==> config.mk <==
export PLATFORM = sky130hd
export DESIGN_NAME = fetch_unit
export DESIGN_NICKNAME = d
export VERILOG_FILES = /design/src/rtl/fetch_unit.sv
export SDC_FILE = /design/constraint.sdc
export NUM_CORES = 1
export LEC_CHECK = 0
export CORE_UTILIZATION = 39
export DETAILED_ROUTE_END_ITERATION = 6
export GPL_ROUTABILITY_DRIVEN = 0
export PLACE_DENSITY = 0.82
export SLEW_MARGIN = 10
export SYNTH_ARGS = -nofsm -noshare
export SYNTH_HDL_FRONTEND = slang
export SYNTH_SLANG_ARGS = --single-unit
==> constraint.sdc <==
create_clock -name clk_cpu -period 3.3 [get_ports clk_cpu]
set_clock_uncertainty 0.05 [all_clocks]
set_input_delay 0.66 -clock clk_cpu [delete_from_list [all_inputs] [get_ports clk_cpu]]
set_output_delay 0.66 -clock clk_cpu [all_outputs]
set_load 0.005 [all_outputs]
==> src/rtl/fetch_unit.sv <==
// fetch_unit: instruction fetch stage with a registered PC/instruction output.
// Per-edge priority is reset > redirect > stall > advance.
// After a redirect the FSM spends FLUSH_CYCLES cycles in FLUSH before it fetches again.
// Optional macro FETCH_PERF_CNT_EN builds the saturating fetch and stall counters.
// Without the macro, both counter outputs are tied to zero.
module fetch_unit #(
  parameter logic [31:0] RESET_PC     = 32'h0000_0000,
  parameter int unsigned FLUSH_CYCLES = 1
) (
  input  logic        clk_cpu,
  input  logic        rst_i,
  input  logic        pipline_stop_i,
  input  logic        have_inst_i,
  input  logic        redirect_i,
  input  logic [31:0] redirect_pc_i,
  input  logic [31:0] irom_inst_i,
  output logic [13:0] irom_addr_o,
  output logic [31:0] pc_o,
  output logic [31:0] pc4_o,
  output logic [31:0] inst_o,
  output logic        inst_valid_o,
  output logic [1:0]  state_o,
  output logic [31:0] fetch_cnt_o,
  output logic [31:0] stall_cnt_o
);

  typedef enum logic [1:0] {
    ST_BOOT  = 2'd0,
    ST_RUN   = 2'd1,
    ST_HOLD  = 2'd2,
    ST_FLUSH = 2'd3
  } state_t;

  localparam logic [31:0] NOP_INST   = 32'h0000_0013;
  localparam logic [3:0]  FLUSH_LOAD = 4'(FLUSH_CYCLES);

  state_t      state_q, state_d;
  logic [31:0] pc_q, pc_d;
  logic [31:0] pc_out_q, pc_out_d;
  logic [31:0] inst_q, inst_d;
  logic        vld_q, vld_d;
  logic [3:0]  flush_cnt_q, flush_cnt_d;
  logic [31:0] redirect_tgt;

  // The low two bits of the redirect target are dropped because fetch is word aligned.
  logic unused_redirect_lsb;
  assign unused_redirect_lsb = ^redirect_pc_i[1:0];
  assign redirect_tgt        = {redirect_pc_i[31:2], 2'b00};

  // Next-state logic: the FSM, fetch PC, output registers and flush countdown.
  always_comb begin
    state_d     = state_q;
    pc_d        = pc_q;
    pc_out_d    = pc_out_q;
    inst_d      = inst_q;
    vld_d       = 1'b0;
    flush_cnt_d = flush_cnt_q;
    case (state_q)
      ST_BOOT: begin
        // BOOT always lasts exactly one cycle. A redirect seen here is still taken.
        if (redirect_i) begin
          pc_d        = redirect_tgt;
          flush_cnt_d = FLUSH_LOAD;
          state_d     = ST_FLUSH;
        end else begin
          state_d = ST_RUN;
        end
      end
      ST_RUN, ST_HOLD: begin
        if (redirect_i) begin
          pc_d        = redirect_tgt;
          flush_cnt_d = FLUSH_LOAD;
          state_d     = ST_FLUSH;
        end else if (pipline_stop_i) begin
          state_d = ST_HOLD;
        end else begin
          inst_d   = irom_inst_i;
          pc_out_d = pc_q;
          vld_d    = have_inst_i;
          pc_d     = pc_q + 32'd4;
          state_d  = ST_RUN;
        end
      end
      ST_FLUSH: begin
        if (redirect_i) begin
          pc_d        = redirect_tgt;
          flush_cnt_d = FLUSH_LOAD;
        end else if (!pipline_stop_i) begin
          // The last bubble cycle hands over to RUN, which fetches on the following edge.
          if (flush_cnt_q <= 4'd1) begin
            flush_cnt_d = 4'd0;
            state_d     = ST_RUN;
          end else begin
            flush_cnt_d = flush_cnt_q - 4'd1;
          end
        end
      end
      default: state_d = ST_BOOT;
    endcase
  end

  // State registers. The async reset also forces the data outputs to their reset values.
  always_ff @(posedge clk_cpu or posedge rst_i) begin
    if (rst_i) begin
      state_q     <= ST_BOOT;
      pc_q        <= RESET_PC;
      pc_out_q    <= RESET_PC;
      inst_q      <= NOP_INST;
      vld_q       <= 1'b0;
      flush_cnt_q <= 4'd0;
    end else begin
      state_q     <= state_d;
      pc_q        <= pc_d;
      pc_out_q    <= pc_out_d;
      inst_q      <= inst_d;
      vld_q       <= vld_d;
      flush_cnt_q <= flush_cnt_d;
    end
  end

  assign irom_addr_o  = pc_q[15:2];
  assign pc_o         = pc_out_q;
  assign pc4_o        = pc_out_q + 32'd4;
  assign inst_o       = inst_q;
  assign inst_valid_o = vld_q;
  assign state_o      = state_q;

`ifdef FETCH_PERF_CNT_EN
  logic [31:0] fetch_cnt_q, fetch_cnt_d;
  logic [31:0] stall_cnt_q, stall_cnt_d;

  // Saturating counters for delivered instructions and stall-request cycles.
  always_comb begin
    fetch_cnt_d = fetch_cnt_q;
    stall_cnt_d = stall_cnt_q;
    if (vld_d && (fetch_cnt_q != 32'hFFFF_FFFF)) fetch_cnt_d = fetch_cnt_q + 32'd1;
    if (pipline_stop_i && (stall_cnt_q != 32'hFFFF_FFFF)) stall_cnt_d = stall_cnt_q + 32'd1;
  end

  // Counter registers.
  always_ff @(posedge clk_cpu or posedge rst_i) begin
    if (rst_i) begin
      fetch_cnt_q <= 32'd0;
      stall_cnt_q <= 32'd0;
    end else begin
      fetch_cnt_q <= fetch_cnt_d;
      stall_cnt_q <= stall_cnt_d;
    end
  end

  assign fetch_cnt_o = fetch_cnt_q;
  assign stall_cnt_o = stall_cnt_q;
`else
  assign fetch_cnt_o = 32'd0;
  assign stall_cnt_o = 32'd0;
`endif

endmodule

==> impl_metrics.yaml <==
critical_path:
  worstSetupStartpointType: "flip-flop"
  worstSetupPathType: "flip-flop to output pin"
  crit_path_frequent_cell: "nand4_1"
  reg2reg_to: "pc_q[30]$_DFFE_PP0P_"
  crit_chain: "ha_4, nand4_1, nor4_2, buf_4, nand4_1, xnor2_1, clkdlybuf4s50_1"
  rr_worst_depth: 5
  path_depth: 7
  reg2reg_from: "pc_q[2]$_DFFE_PP0P_"
  crit_start: "pc_o[2]$_DFFE_PP0P_"
  r2r_slack_ns: 0.71
  critical_path.endpoint_type: "output pin"
  slowest_stage: "clkdlybuf4s50_1"
  crit_buf_inv: 2
  cp_slowest_stage_delay_ns: 0.52
  critPathTopFamily: "buffers and inverters"
  crit_required_ns: 2.59
  cp_max_fo: 8
  crit_arrival_ns: 2.48
  critPathCapture: "pc4_o[30]"
die:
  start_util_pct: 40.1
  die_y_um: 122
  core_mm2: 0.0140
  rows: 43
  pin_count: 246
  die_w_um: 122
  die_area_mm2: 0.0149
routing:
  wirelength_um: 13500
  drtAntennaViolNets: 0
  vias: 4462
  wire_per_inst_um: 15.1
  drtIter0Drc: 186
  viasPerCell: 5.00
  dr.pass1.iters: 4
  drc: 0
global_route:
  grt_usage_pct: 18.7
  grt_max_degree: 52
  antenna_found_initial: 1
  grt_pass1_wl_um: 21600
  grt_pass1_vias: 4100
  grt.overflow.total: 0
status:
  status: "completed"
cells_and_area:
  nFillCells: 1244
  layout-drive-gt1-share_pct: 14.3
  fin_util_pct: 54.4
  instances_no_fill: 893
  area_delta_synth_final_pct: 35.7
  seq_area_mm2: 0.00248
  fin_area_mm2: 0.00762
  nNetsFinal: 784
  multi_input_area_mm2: 0.00266
job:
  drv_cap: 0
clocking:
  clock_path_buffers: 2
  cts.clk_slew.worst_paths_ns: 0.07
  cts_sinks: 99
  cts_root_buf: "clkbuf_16"
  cts_buffers: 9
  htreeDepth: 3
  clock_latency_ns: 0.35
  cts_tree: "built"
sta:
  timing.fmax_mhz: 313
  rsz0062_at_grt: "yes"
  hold_viol: 0
  period_minus_slack_ns: 3.19
  worst_pin_slew_ns: 0.682
  timing.final.crit_share_pct: 96.7
  max_slew_margin_pct: 54.6
  maxSlewViolCount: 0
  setup_viol: 0
  worst_hold_slack_ns: 0.457
  finalSetupTns_ns: 0
synth:
  synth-edff-count: 0
  synthTopCellsByArea: "dfrtp_1 (43%), mux2_2 (12%), buf_4 (11%)"
  syn_inst: 543
  ys.warnings.count: 0
  yosysTopAreaCellShare_pct: 42.8
  synth-seq-cells: 99
  ys_types: 45
  ys_seq_area_share_pct: 44.2
  syn_area_mm2: 0.00561
  synthFlopType: "dfrtp_1"
  synth.avg_cell_area_um2: 10.3
  async_reset_ff_share_pct: 100
  yosysTopAreaCell: "dfrtp_1"
min_path:
  min_path_type: "flip-flop to flip-flop"
power:
  leakage_nw: 3.06
  vdd_ir_drop_max_v: 0.000496
  power.density_mw_per_mm2: 765
placed_design:
  placed_cell_area_mm2: 0.00726
  placed_cells: 873
  dp_hpwl_um: 10200
  io_buffers: 175
## worst min path at each step
stage,startpoint,endpoint,slack [ns],cells past startpoint
2_1_floorplan,flush_cnt_q[1]$_DFFE_PP0P_,flush_cnt_q[1]$_DFFE_PP0P_,0.43,2
3_3_place_gp,inst_o[14]$_DFFE_PP0P_,inst_o[14]$_DFFE_PP0P_,0.44,1
3_5_place_dp,inst_o[16]$_DFFE_PP0P_,inst_o[16]$_DFFE_PP0P_,0.44,1
4_1_cts,inst_o[16]$_DFFE_PP0P_,inst_o[16]$_DFFE_PP0P_,0.46,1
5_1_grt,inst_o[8]$_DFFE_PP0P_,inst_o[8]$_DFFE_PP0P_,0.47,1
6_report,inst_o[15]$_DFFE_PP0P_,inst_o[15]$_DFFE_PP0P_,0.46,1
## synth_stat cells (2+ instances only)
library cell and count:
o22ai_1 2, nor2_1 24, nor4_1 2, mux2_2 60
nand4_1 19, buf_4 82, o31ai_1 16, o211ai_1 3
a21oi_1 2, nand3_1 31, inv_1 12, or4_1 17
a31oi_1 16, o21ai_0 17, clkbuf_1 19, dfstp_2 3
and3_1 6, nor2b_1 2, ha_1 7, and4_1 7
and2_1 2, buf_2 2, dfrtp_1 96, mux2i_1 2
or3_1 6, xor2_1 10, nand2_1 34, xnor2_1 27
## power breakdown
group          total (W)  switching, W  internal [W]
clock network    0.00109      0.000458      0.000628
registers        0.00213      0.000459       0.00168
logic            0.00261      0.000860       0.00175
total            0.00583       0.00178       0.00405
## worst register-to-register path: stages (launching register included)
cell and delay, ns:
dfrtp_1 0.50, ha_1 0.35, nand4_1 0.21, or4_1 0.68
or4_1 0.55, a31oi_1 0.18
## registers in the layout, summed over array words and instances (netlist names)
signal        cells
flush_cnt_q       4
inst_o           32
inst_valid_o      1
pc_o             30
pc_q             30
state_o           2
## metrics by stage
stage / worst slack, ns / power, W
after global placement: 0.430 / 0.00469
after global routing: -0.0224 / 0.00622
after detailed placement: 0.405 / 0.00477
final: 0.108 / 0.00583
after floorplan: 0.00454 / 0.00324
after CTS: 0.0582 / 0.00588
## area by class of cell
| type | instances | share of cell area, % |
|---|---|---|
| diodes | 1 | 0.0329 |
| clock buffers | 12 | 3.37 |
| clock inverters | 3 | 0.608 |
| inverters | 13 | 0.674 |
| multi-input cells | 395 | 34.9 |
| flip-flops and latches | 99 | 32.6 |
| well taps | 180 | 2.96 |
| repair buffers | 190 | 24.8 |
## what timing repair did
item,in CTS,in global routing
buffers inserted,0,4
gates resized for setup,0,4
setup endpoints to repair,0,14
hold buffers,0,0
## cell usage in the layout (no fill, tap or decap), types with 3 or more instances in the layout
cell type          n
a31oi_1           16
and3_1             6
and4_1             7
buf_4             13
clkbuf_16          9
clkdlybuf4s50_1  174
conb_1            68
dfrtp_1           96
dfstp_2            3
ha_1               6
inv_1             11
mux2_2            60
nand2_1           34
nand3_1           31
nand4_1           19
nor2_1            22
o211ai_1           3
o21ai_0           17
o31ai_1           16
or3_1              6
or4_1             17
xnor2_1           27
xor2_1            10
## logic make-up (layout without fill, tap and decap cells)
group	count (synthesis)	count (layout)	synth area share [%]
AND/OR/NAND/NOR	159	159	15.5
buffers and inverters	116	218	13.3
adder cells (fa/ha/maj)	7	7	1.56
AO/OA/AOI/OAI	62	62	7.22
multiplexers	62	62	12.4
XOR/XNOR	37	37	5.77
other	1	69	0.0668
flip-flops	99	99	44.2
## per-layer routing
| metal | track usage, % | routed length (µm) |
|---|---|---|
| met4 | 6.87 | 214 |
| met5 | 0 | 0 |
| met3 | 3.32 | 717 |
| met1 | 24.7 | 5820 |
| met2 | 30.6 | 6780 |
Note: power is estimated with default switching activity, not from simulation.
